<file path="src/rtl/cnn_pkg.sv">
// cnn_pkg: shared constants, tap indices and FSM encoding
// for the 3x3 window generator (CNN_EDGE_REPLICATE_EN aware).
package cnn_pkg;

  localparam int CNN_WIDTH = 18;
  localparam int NUM_TAPS  = 9;

  localparam int TAP_NW = 0;
  localparam int TAP_N  = 1;
  localparam int TAP_NE = 2;
  localparam int TAP_W  = 3;
  localparam int TAP_C  = 4;
  localparam int TAP_E  = 5;
  localparam int TAP_SW = 6;
  localparam int TAP_S  = 7;
  localparam int TAP_SE = 8;

  typedef enum logic [1:0] {
    ST_FILL   = 2'd0,
    ST_STREAM = 2'd1,
    ST_FLUSH  = 2'd2
  } cnn_state_e;

  function automatic int cnt_w(input int n);
    return (n > 1) ? $clog2(n) : 1;
  endfunction

endpackage

</file>
<file path="src/rtl/cnn_tap_select.sv">
// cnn_tap_select: border handling for 9 raw taps.
// Zero padding by default; CNN_EDGE_REPLICATE_EN clamps to edge.
module cnn_tap_select
  import cnn_pkg::*;
#(
  parameter int WIDTH = CNN_WIDTH,
  parameter int IMG_W = 16,
  parameter int IMG_H = 16,
  localparam int RW = cnt_w(IMG_H),
  localparam int CW = cnt_w(IMG_W)
) (
  input  logic [NUM_TAPS*WIDTH-1:0] raw,
  input  logic [RW-1:0]             row,
  input  logic [CW-1:0]             col,
  output logic [NUM_TAPS*WIDTH-1:0] taps
);

  logic at_top, at_bot, at_lft, at_rgt;

  assign at_top = (row == '0);
  assign at_bot = (row == RW'(IMG_H-1));
  assign at_lft = (col == '0);
  assign at_rgt = (col == CW'(IMG_W-1));

`ifdef CNN_EDGE_REPLICATE_EN
  logic [WIDTH-1:0] raw_a [NUM_TAPS];
  for (genvar j = 0; j < NUM_TAPS; j++) begin : g_raw
    assign raw_a[j] = raw[j*WIDTH +: WIDTH];
  end
`endif

  for (genvar k = 0; k < NUM_TAPS; k++) begin : g_tap
    localparam int DR = k / 3;
    localparam int DC = k % 3;
    logic row_out, col_out;
    assign row_out = ((DR == 0) && at_top)
                  || ((DR == 2) && at_bot);
    assign col_out = ((DC == 0) && at_lft)
                  || ((DC == 2) && at_rgt);
`ifdef CNN_EDGE_REPLICATE_EN
    // an outside neighbour collapses onto the centre row/col
    logic [3:0] sel;
    assign sel = 4'((row_out ? 1 : DR) * 3
                  + (col_out ? 1 : DC));
    assign taps[k*WIDTH +: WIDTH] = raw_a[sel];
`else
    assign taps[k*WIDTH +: WIDTH] =
      (row_out || col_out) ? '0 : raw[k*WIDTH +: WIDTH];
`endif
  end

endmodule

</file>
<file path="src/rtl/cnn_window_gen.sv">
// cnn_window_gen: raster pixel stream to one 3x3 window per pixel.
// Border mode selected by CNN_EDGE_REPLICATE_EN (zero pad if undefined).
module cnn_window_gen
  import cnn_pkg::*;
#(
  parameter int WIDTH = CNN_WIDTH,
  parameter int IMG_W = 16,
  parameter int IMG_H = 16,
  localparam int RW = cnt_w(IMG_H),
  localparam int CW = cnt_w(IMG_W)
) (
  input  logic                      clk,
  input  logic                      rst,
  input  logic                      in_valid,
  output logic                      in_ready,
  input  logic [WIDTH-1:0]          in_data,
  output logic                      out_valid,
  input  logic                      out_ready,
  output logic [NUM_TAPS*WIDTH-1:0] win,
  output logic [RW-1:0]             out_row,
  output logic [CW-1:0]             out_col,
  output logic                      out_last
);

  localparam int DEPTH = 2*IMG_W + 3;
  localparam int TOT   = IMG_W * IMG_H;
  localparam int PW    = cnt_w(TOT);
  localparam int FW    = cnt_w(IMG_W + 2);

  cnn_state_e state;

  logic [PW-1:0] pix_cnt;
  logic [FW-1:0] fl_cnt;
  logic [RW-1:0] er;
  logic [CW-1:0] ec;

  // the oldest slot only exists as sr_nxt; it is never read back
  logic [WIDTH-1:0] sr     [DEPTH-1];
  logic [WIDTH-1:0] sr_nxt [DEPTH];

  logic free, fl_done, at_end;
  logic acc, flush_go, adv, load;
  logic [NUM_TAPS*WIDTH-1:0] raw, taps;

  assign free    = !out_valid || out_ready;
  assign fl_done = (fl_cnt == FW'(IMG_W+1));
  assign at_end  = (er == RW'(IMG_H-1))
                && (ec == CW'(IMG_W-1));

  always_comb begin
    in_ready = 1'b0;
    if (!rst) begin
      unique case (state)
        ST_FILL:   in_ready = 1'b1;
        ST_STREAM: in_ready = free;
        default:   in_ready = 1'b0;
      endcase
    end
  end

  assign acc      = in_valid && in_ready;
  assign flush_go = (state == ST_FLUSH)
                 && !fl_done && free;
  assign adv      = acc || flush_go;
  assign load     = ((state == ST_STREAM) && acc)
                 || flush_go;

  always_comb begin
    sr_nxt[0] = (state == ST_FLUSH) ? '0 : in_data;
    for (int i = 1; i < DEPTH; i++)
      sr_nxt[i] = sr[i-1];
  end

  assign raw[TAP_NW*WIDTH +: WIDTH] = sr_nxt[2*IMG_W+2];
  assign raw[TAP_N *WIDTH +: WIDTH] = sr_nxt[2*IMG_W+1];
  assign raw[TAP_NE*WIDTH +: WIDTH] = sr_nxt[2*IMG_W];
  assign raw[TAP_W *WIDTH +: WIDTH] = sr_nxt[IMG_W+2];
  assign raw[TAP_C *WIDTH +: WIDTH] = sr_nxt[IMG_W+1];
  assign raw[TAP_E *WIDTH +: WIDTH] = sr_nxt[IMG_W];
  assign raw[TAP_SW*WIDTH +: WIDTH] = sr_nxt[2];
  assign raw[TAP_S *WIDTH +: WIDTH] = sr_nxt[1];
  assign raw[TAP_SE*WIDTH +: WIDTH] = sr_nxt[0];

  cnn_tap_select #(
    .WIDTH (WIDTH),
    .IMG_W (IMG_W),
    .IMG_H (IMG_H)
  ) u_sel (
    .raw  (raw),
    .row  (er),
    .col  (ec),
    .taps (taps)
  );

  always_ff @(posedge clk) begin
    if (adv) begin
      for (int i = 0; i < DEPTH-1; i++)
        sr[i] <= sr_nxt[i];
    end
  end

  always_ff @(posedge clk) begin
    if (rst) begin
      state     <= ST_FILL;
      pix_cnt   <= '0;
      fl_cnt    <= '0;
      er        <= '0;
      ec        <= '0;
      out_valid <= 1'b0;
      out_last  <= 1'b0;
      win       <= '0;
      out_row   <= '0;
      out_col   <= '0;
    end else begin
      if (load) begin
        win       <= taps;
        out_row   <= er;
        out_col   <= ec;
        out_last  <= at_end;
        out_valid <= 1'b1;
        if (ec == CW'(IMG_W-1)) begin
          ec <= '0;
          er <= at_end ? '0 : er + 1'b1;
        end else begin
          ec <= ec + 1'b1;
        end
      end else if (out_ready) begin
        out_valid <= 1'b0;
      end

      unique case (state)
        ST_FILL: begin
          if (acc) begin
            pix_cnt <= pix_cnt + 1'b1;
            if (pix_cnt == PW'(IMG_W))
              state <= ST_STREAM;
          end
        end
        ST_STREAM: begin
          if (acc) begin
            if (pix_cnt == PW'(TOT-1)) begin
              pix_cnt <= '0;
              state   <= ST_FLUSH;
            end else begin
              pix_cnt <= pix_cnt + 1'b1;
            end
          end
        end
        ST_FLUSH: begin
          if (flush_go)
            fl_cnt <= fl_cnt + 1'b1;
          if (fl_done && out_valid && out_ready) begin
            fl_cnt <= '0;
            state  <= ST_FILL;
          end
        end
        default: state <= ST_FILL;
      endcase
    end
  end

endmodule

</file>
<file path="config.mk">
export PLATFORM = sky130hd
export DESIGN_NAME = cnn_window_gen
export DESIGN_NICKNAME = d
export VERILOG_FILES = /design/src/rtl/cnn_pkg.sv /design/src/rtl/cnn_tap_select.sv /design/src/rtl/cnn_window_gen.sv
export SDC_FILE = /design/constraint.sdc
export NUM_CORES = 1
export LEC_CHECK = 0
export CORE_UTILIZATION = 45
export DETAILED_ROUTE_END_ITERATION = 6
export GPL_TIMING_DRIVEN = 0
export MAX_ROUTING_LAYER = met4
export SLEW_MARGIN = 5
export SYNTH_ARGS = -nofsm -noshare
export SYNTH_HDL_FRONTEND = slang
export SYNTH_HIERARCHICAL = 1
export SYNTH_SLANG_ARGS = --single-unit
</file>
<file path="constraint.sdc">
create_clock -name clk -period 46 [get_ports clk]
set_clock_uncertainty 0.2 [all_clocks]
set_input_delay 9.2 -clock clk [delete_from_list [all_inputs] [get_ports clk]]
set_output_delay 9.2 -clock clk [all_outputs]
set_load 0.05 [all_outputs]
</file>
## After elaboration in Yosys (flattened, before gate mapping)

Memory sizes are Yosys's and may differ from the RTL's.
Index checks and enable logic that the tools add are counted.

| word-level totals | value |
|---|---|
| flip-flop bits (word level) | 195 |
| memory bits (writable) | 612 |
| bits of input ports | 22 |
| word-level logic and storage cells | 82 |
| memories kept | 1 |

Memory list:

| memory | depth | bits a word | read ports | clocked after memory_dff | write ports | RTL line | source |
|---|---|---|---|---|---|---|---|
| sr | 34 | 18 | 34 | 0 | 34 | cnn_window_gen.sv:38 | `logic [WIDTH-1:0] sr [DEPTH-1];` |

| cells by class | value |
|---|---|
| add/sub/neg operators | 4 |
| equality and inequality tests | 12 |
| muxes and demuxes | 29 |
| reductions and logical operators | 26 |

Operator list:

| operator | number |
|---|---|
| $mux 18 | 9 |
| $mux 8 | 3 |
| $pmux 8 s2 | 1 |
| $mux 2 | 5 |
| $mux 5 | 2 |
| $add 4x1->4 const B | 2 |
| $add 8x1->8 const B | 1 |
| $eq 4x4->1 const B | 2 |
| $eq 8x5->1 const B | 1 |
| $eq 8x8->1 const B | 1 |
| $logic_not 4->1 | 2 |
| $mux 4 | 2 |
| $logic_and 1x1->1 | 7 |
| $logic_or 1x1->1 | 7 |
| $ne 2x2->1 const B | 3 |
| $pmux 2 s3 | 1 |
| $reduce_bool 2->1 | 3 |
| $add 5x1->5 const B | 1 |
| $eq 5x5->1 const B | 1 |
| $mux 1 | 5 |
| $reduce_and 5->1 | 1 |
| $ne 2x1->1 const B | 2 |
| $reduce_and 2->1 | 2 |
| $reduce_and 3->1 | 1 |
| other kinds (5) | 6 |

## Depth between registers and ports, before layout

| logic depth | value |
|---|---|
| depth after elaboration | 8 |
| gate-level depth with buffers | 9 |
| depth with buffers taken out | 6 |

## Hierarchy

Netlist, hierarchy kept.

Modules (own cells, without submodules):

| module | times used | cells each | area each (µm²) |
|---|---|---|---|
| cnn_window_gen | 1 | 1555 | 26324.0 |
| cnn_tap_select | 1 | 188 | 1252.5 |

## Worst setup path after synthesis

No wires, ideal clock.

| timing | value |
|---|---|
| path type | input-to-reg |
| start point | in out_ready |
| end point | mem sr[0][0] in the netlist's numbering (enable) |
| arrival | 19806 ps |
| data required time | 41476 ps |
| slack | 21670 ps |
| stages on the path | 6 |
| path buffers | 3 |
| cells stage by stage | and2b_1 -> or3_1 -> buf_4 -> buf_6 -> buf_6 -> nand2_1 |

RTL lines:

| what | RTL line | source |
|---|---|---|
| from (decl) | cnn_window_gen.sv:18 | `input logic out_ready,` |
| to (decl) | cnn_window_gen.sv:38 |  |

## Final worst setup path

| timing | value |
|---|---|
| start point | in out_ready |
| end point | out in_ready |

| between the ends | value |
|---|---|
| word-level cells in the longest chain between the ends | 3 |

Ends and longest elaborated chain:

| what | RTL line | source |
|---|---|---|
| $logic_or 1x1->1 | cnn_window_gen.sv:45 | `assign free = !out_valid \|\| out_ready;` |
| $pmux 1 s2 | cnn_window_gen.sv:53 | `unique case (state)` |
| $mux 1 | cnn_window_gen.sv:52 | `if (!rst) begin` |
| to (decl) | cnn_window_gen.sv:15 | `output logic in_ready,` |

No other way between the ends.

==> metrics.md <==
| Metric | Value |
|---|---|
| Status | finished clean |
| Yosys reg bits | 807 |
| Global route total overflow | 0 |
| Compound-Gate Fraction of Synth Area | 6.86% |
| Most common cell in the netlist | edfxtp_1 |
| Wire per inst | 20.2 um |
| Largest net degree at the start of global routing | 74 |
| Post-Place Cells | about 2,700 |
| Largest area contributor in the netlist | edfxtp_1 |
| Sequential share of the synthesized area | 80.8% |
| Fin. Hold Viols | 0 |
| Simple logic cell fraction of the synthesized area | 8.39% |
| Synth Area in Adders | 0.272% |
| Post-synth top area share | between 60% and 70% |
| Post-route clock period utilization | between 40 and 50% |
| CORE AREA | about 60,000 um2 |
| Root Buffer | clkbuf_16 |
| Total negative slack | 0 ns |
| Fmax | 48.7 MHz |
| Measured slew at the worst slew-check pin | 0.928 ns |
| Cell count after synthesis | 1,743 |
| DRC viols | 0 |
| Standard-cell row count | 90 |
| Die Y | between 200 and 250 um |
| Layout Area Growth over Synthesis | 21.1% |
| Number of vias per cell | approximately 5.2 |
| Net Count, Synth | around 1,800 |
| Top cells by count, synth | 612 x edfxtp_1, 195 x dfxtp_1, 182 x nand3_1 |
| IO Pins | 195 |
| Mux contribution to synthesized area | less than 1% |
| CP required | 36.60 ns |
| Post-Synth XOR/XNOR Area | 0.286% |
| Largest family of logic cells by synthesized area | simple AND/OR/NAND/NOR gates |
| Total Wirelength | 58.1 mm |
| Antenna Nets Post-Route | 0 |
| Synthesized area | about 28,000 um2 |
| R2r setup slk | 41.58 ns |
| Chip width | about 250 um |
| Detailed Place HPWL | between 30 and 40 mm |
| Post-synth EDFFs | 612 |
| Worst min path class | flip-flop to flip-flop |
| YS warnings | 6 |
| First-pass GRT wire length | 87.8 mm |
| Layout Utilization | 55.2% |
| CTS Hold Bufs | 0 |
| Initial Util | roughly 46% |
| Largest fanout on the critical path | 10 |
| Port-buffer cells | 193 |
| Die footprint | 62,300 um2 |
| Initial antenna violation count | 3 |
| Pwr per Cell Area | 44.1 nW/um2 |
| Startpoint type of the worst setup path | primary input |
| WP data arrival | ~11 ns |
| Drt initial violations | approximately 1,100 |
| Routability congestion estimate | between 0.9 and 1 |
| Non-Filler Instances | 2,881 |
| Fillers | between 4,000 and 5,000 |
| Leading post-synthesis cells by cell area | edfxtp_1 67%, dfxtp_1 14%, nand3_1 3.3% |
| Multi-input gate area | 4410 um2 |
| Final min period | 20.55 ns |
| Buffer depth of the longest clock path | 3 |
| Synth cell types | 54 |
| Finish-stage setup viols | 0 |
| First-pass DRT Iterations | 5 |
| CTS sink count | 807 |
| Clock buffer count from CTS | 82 |
| Slew HR | 38.1% |
| Worst vdd ir | 0.0254 mV |
| FF/Latch Area | 22,300 um2 |
| GRT Overall Usage | 19.1% |
| Postcts setup bufs | 0 |
| H-tree levels | 3 |
| Predominant post-synthesis flop cell | edfxtp_1 |
| CTS tree | yes |
| Clock transition at path regs | around 0.06 ns |
| Leakage power | about 11 nW |
| Clock Latency Late Sink | roughly 0.60 ns |
| Max Slew Vio Count | 0 |
| Async S/R FF share, synth | 0% |
| CP Class | primary input to output port |
| Setup crit end kind | output port |
| # resized after CTS | 0 |
| Vias in the first global route | approximately 15,000 |
| Post-Syn Area per Cell | 15.8 um2 |
| Vias | 15,102 |
| RSZ-0062 raised after global routing | false |
| Final Net Count | between 2,000 and 2,500 |
| Share of cells above drive strength 1 | about 11% |
| Max-capacitance violation count | 0 |
## worst paths after layout
path | from | end | depth (start not counted)
setup / recovery | out_ready | in_ready | 4
hold reg to reg | sr[11][3] | sr[12][3] | 0
setup reg to reg | fl_cnt[1] | sr[7][9] | 14
hold / removal | sr[11][3] | sr[12][3] | 0
## logic make-up (layout without fill, tap and decap cells)
| logic type | Yosys count | after routing |
|---|---|---|
| compound gates | 366 | 366 |
| xor+xnor | 9 | 9 |
| fa+ha+maj | 6 | 6 |
| buf+inv | 146 | 501 |
| flops | 807 | 807 |
| mux | 4 | 4 |
| other cells | 0 | 1 |
| simple gates | 405 | 405 |
## per-stage QoR
| step | area, um2 | setup slack, ns | power, mW | hold slack (ns) |
|---|---|---|---|---|
| global route | 33400 | 25.39 | 1.52 | 0.212 |
| floorplan | 27600 | 21.67 | 0.855 | 0.200 |
| finish | 33400 | 25.45 | 1.47 | 0.206 |
| detailed placement | 30800 | 25.46 | 0.852 | 0.205 |
| CTS | 33400 | 25.45 | 1.49 | 0.208 |
| global placement | 30500 | 15.52 | 0.872 | 0.201 |
## power by group
part | switching [mW] | internal, mW
sequential | 0.00716 | 0.805
combinational | 0.0163 | 0.00710
clock | 0.261 | 0.375
## state kept, by name (all words and copies together), names as in the netlist
name,count
ec,4
er,4
fl_cnt,5
out_col,4
out_last,1
out_row,4
out_valid,1
pix_cnt,8
sr,612
state,2
win,162
## cells in the final DEF (no fill, tap or decap), types with 28 or more instances in the layout
cell             instances
and3_1                  67
edfxtp_1               612
buf_2                   28
clkdlybuf4s50_1        193
buf_6                   30
clkbuf_16               85
nand3_1                182
dfxtp_1                195
o21ai_0                174
a21oi_1                176
clkbuf_1                82
and2_1                  93
## critical path, stage by stage
cell             delay [ns]
clkdlybuf4s50_1        0.57
nand3b_1               0.36
and2_1                 0.20
clkdlybuf4s50_1        0.81
## layout make-up
cell class | count | share of cell area, %
repair buffers | 204 | 6.63
diodes | 1 | 0.00750
clock buffers | 122 | 7.15
multi-input cells | 790 | 13.2
well taps | 782 | 2.93
plain buffers | 140 | 2.60
clock inverters | 29 | 0.660
flip-flops and latches | 807 | 66.7
inverters | 6 | 0.0675
## routing by layer
metal / global-route usage (%) / share of wire (%)
met1: 25.1 / 44
met2: 29.1 / 46
met3: 5.26 / 6.8
met4: 5.98 / 2.6
met5: - / 0
(Power assumes the default switching activity.)
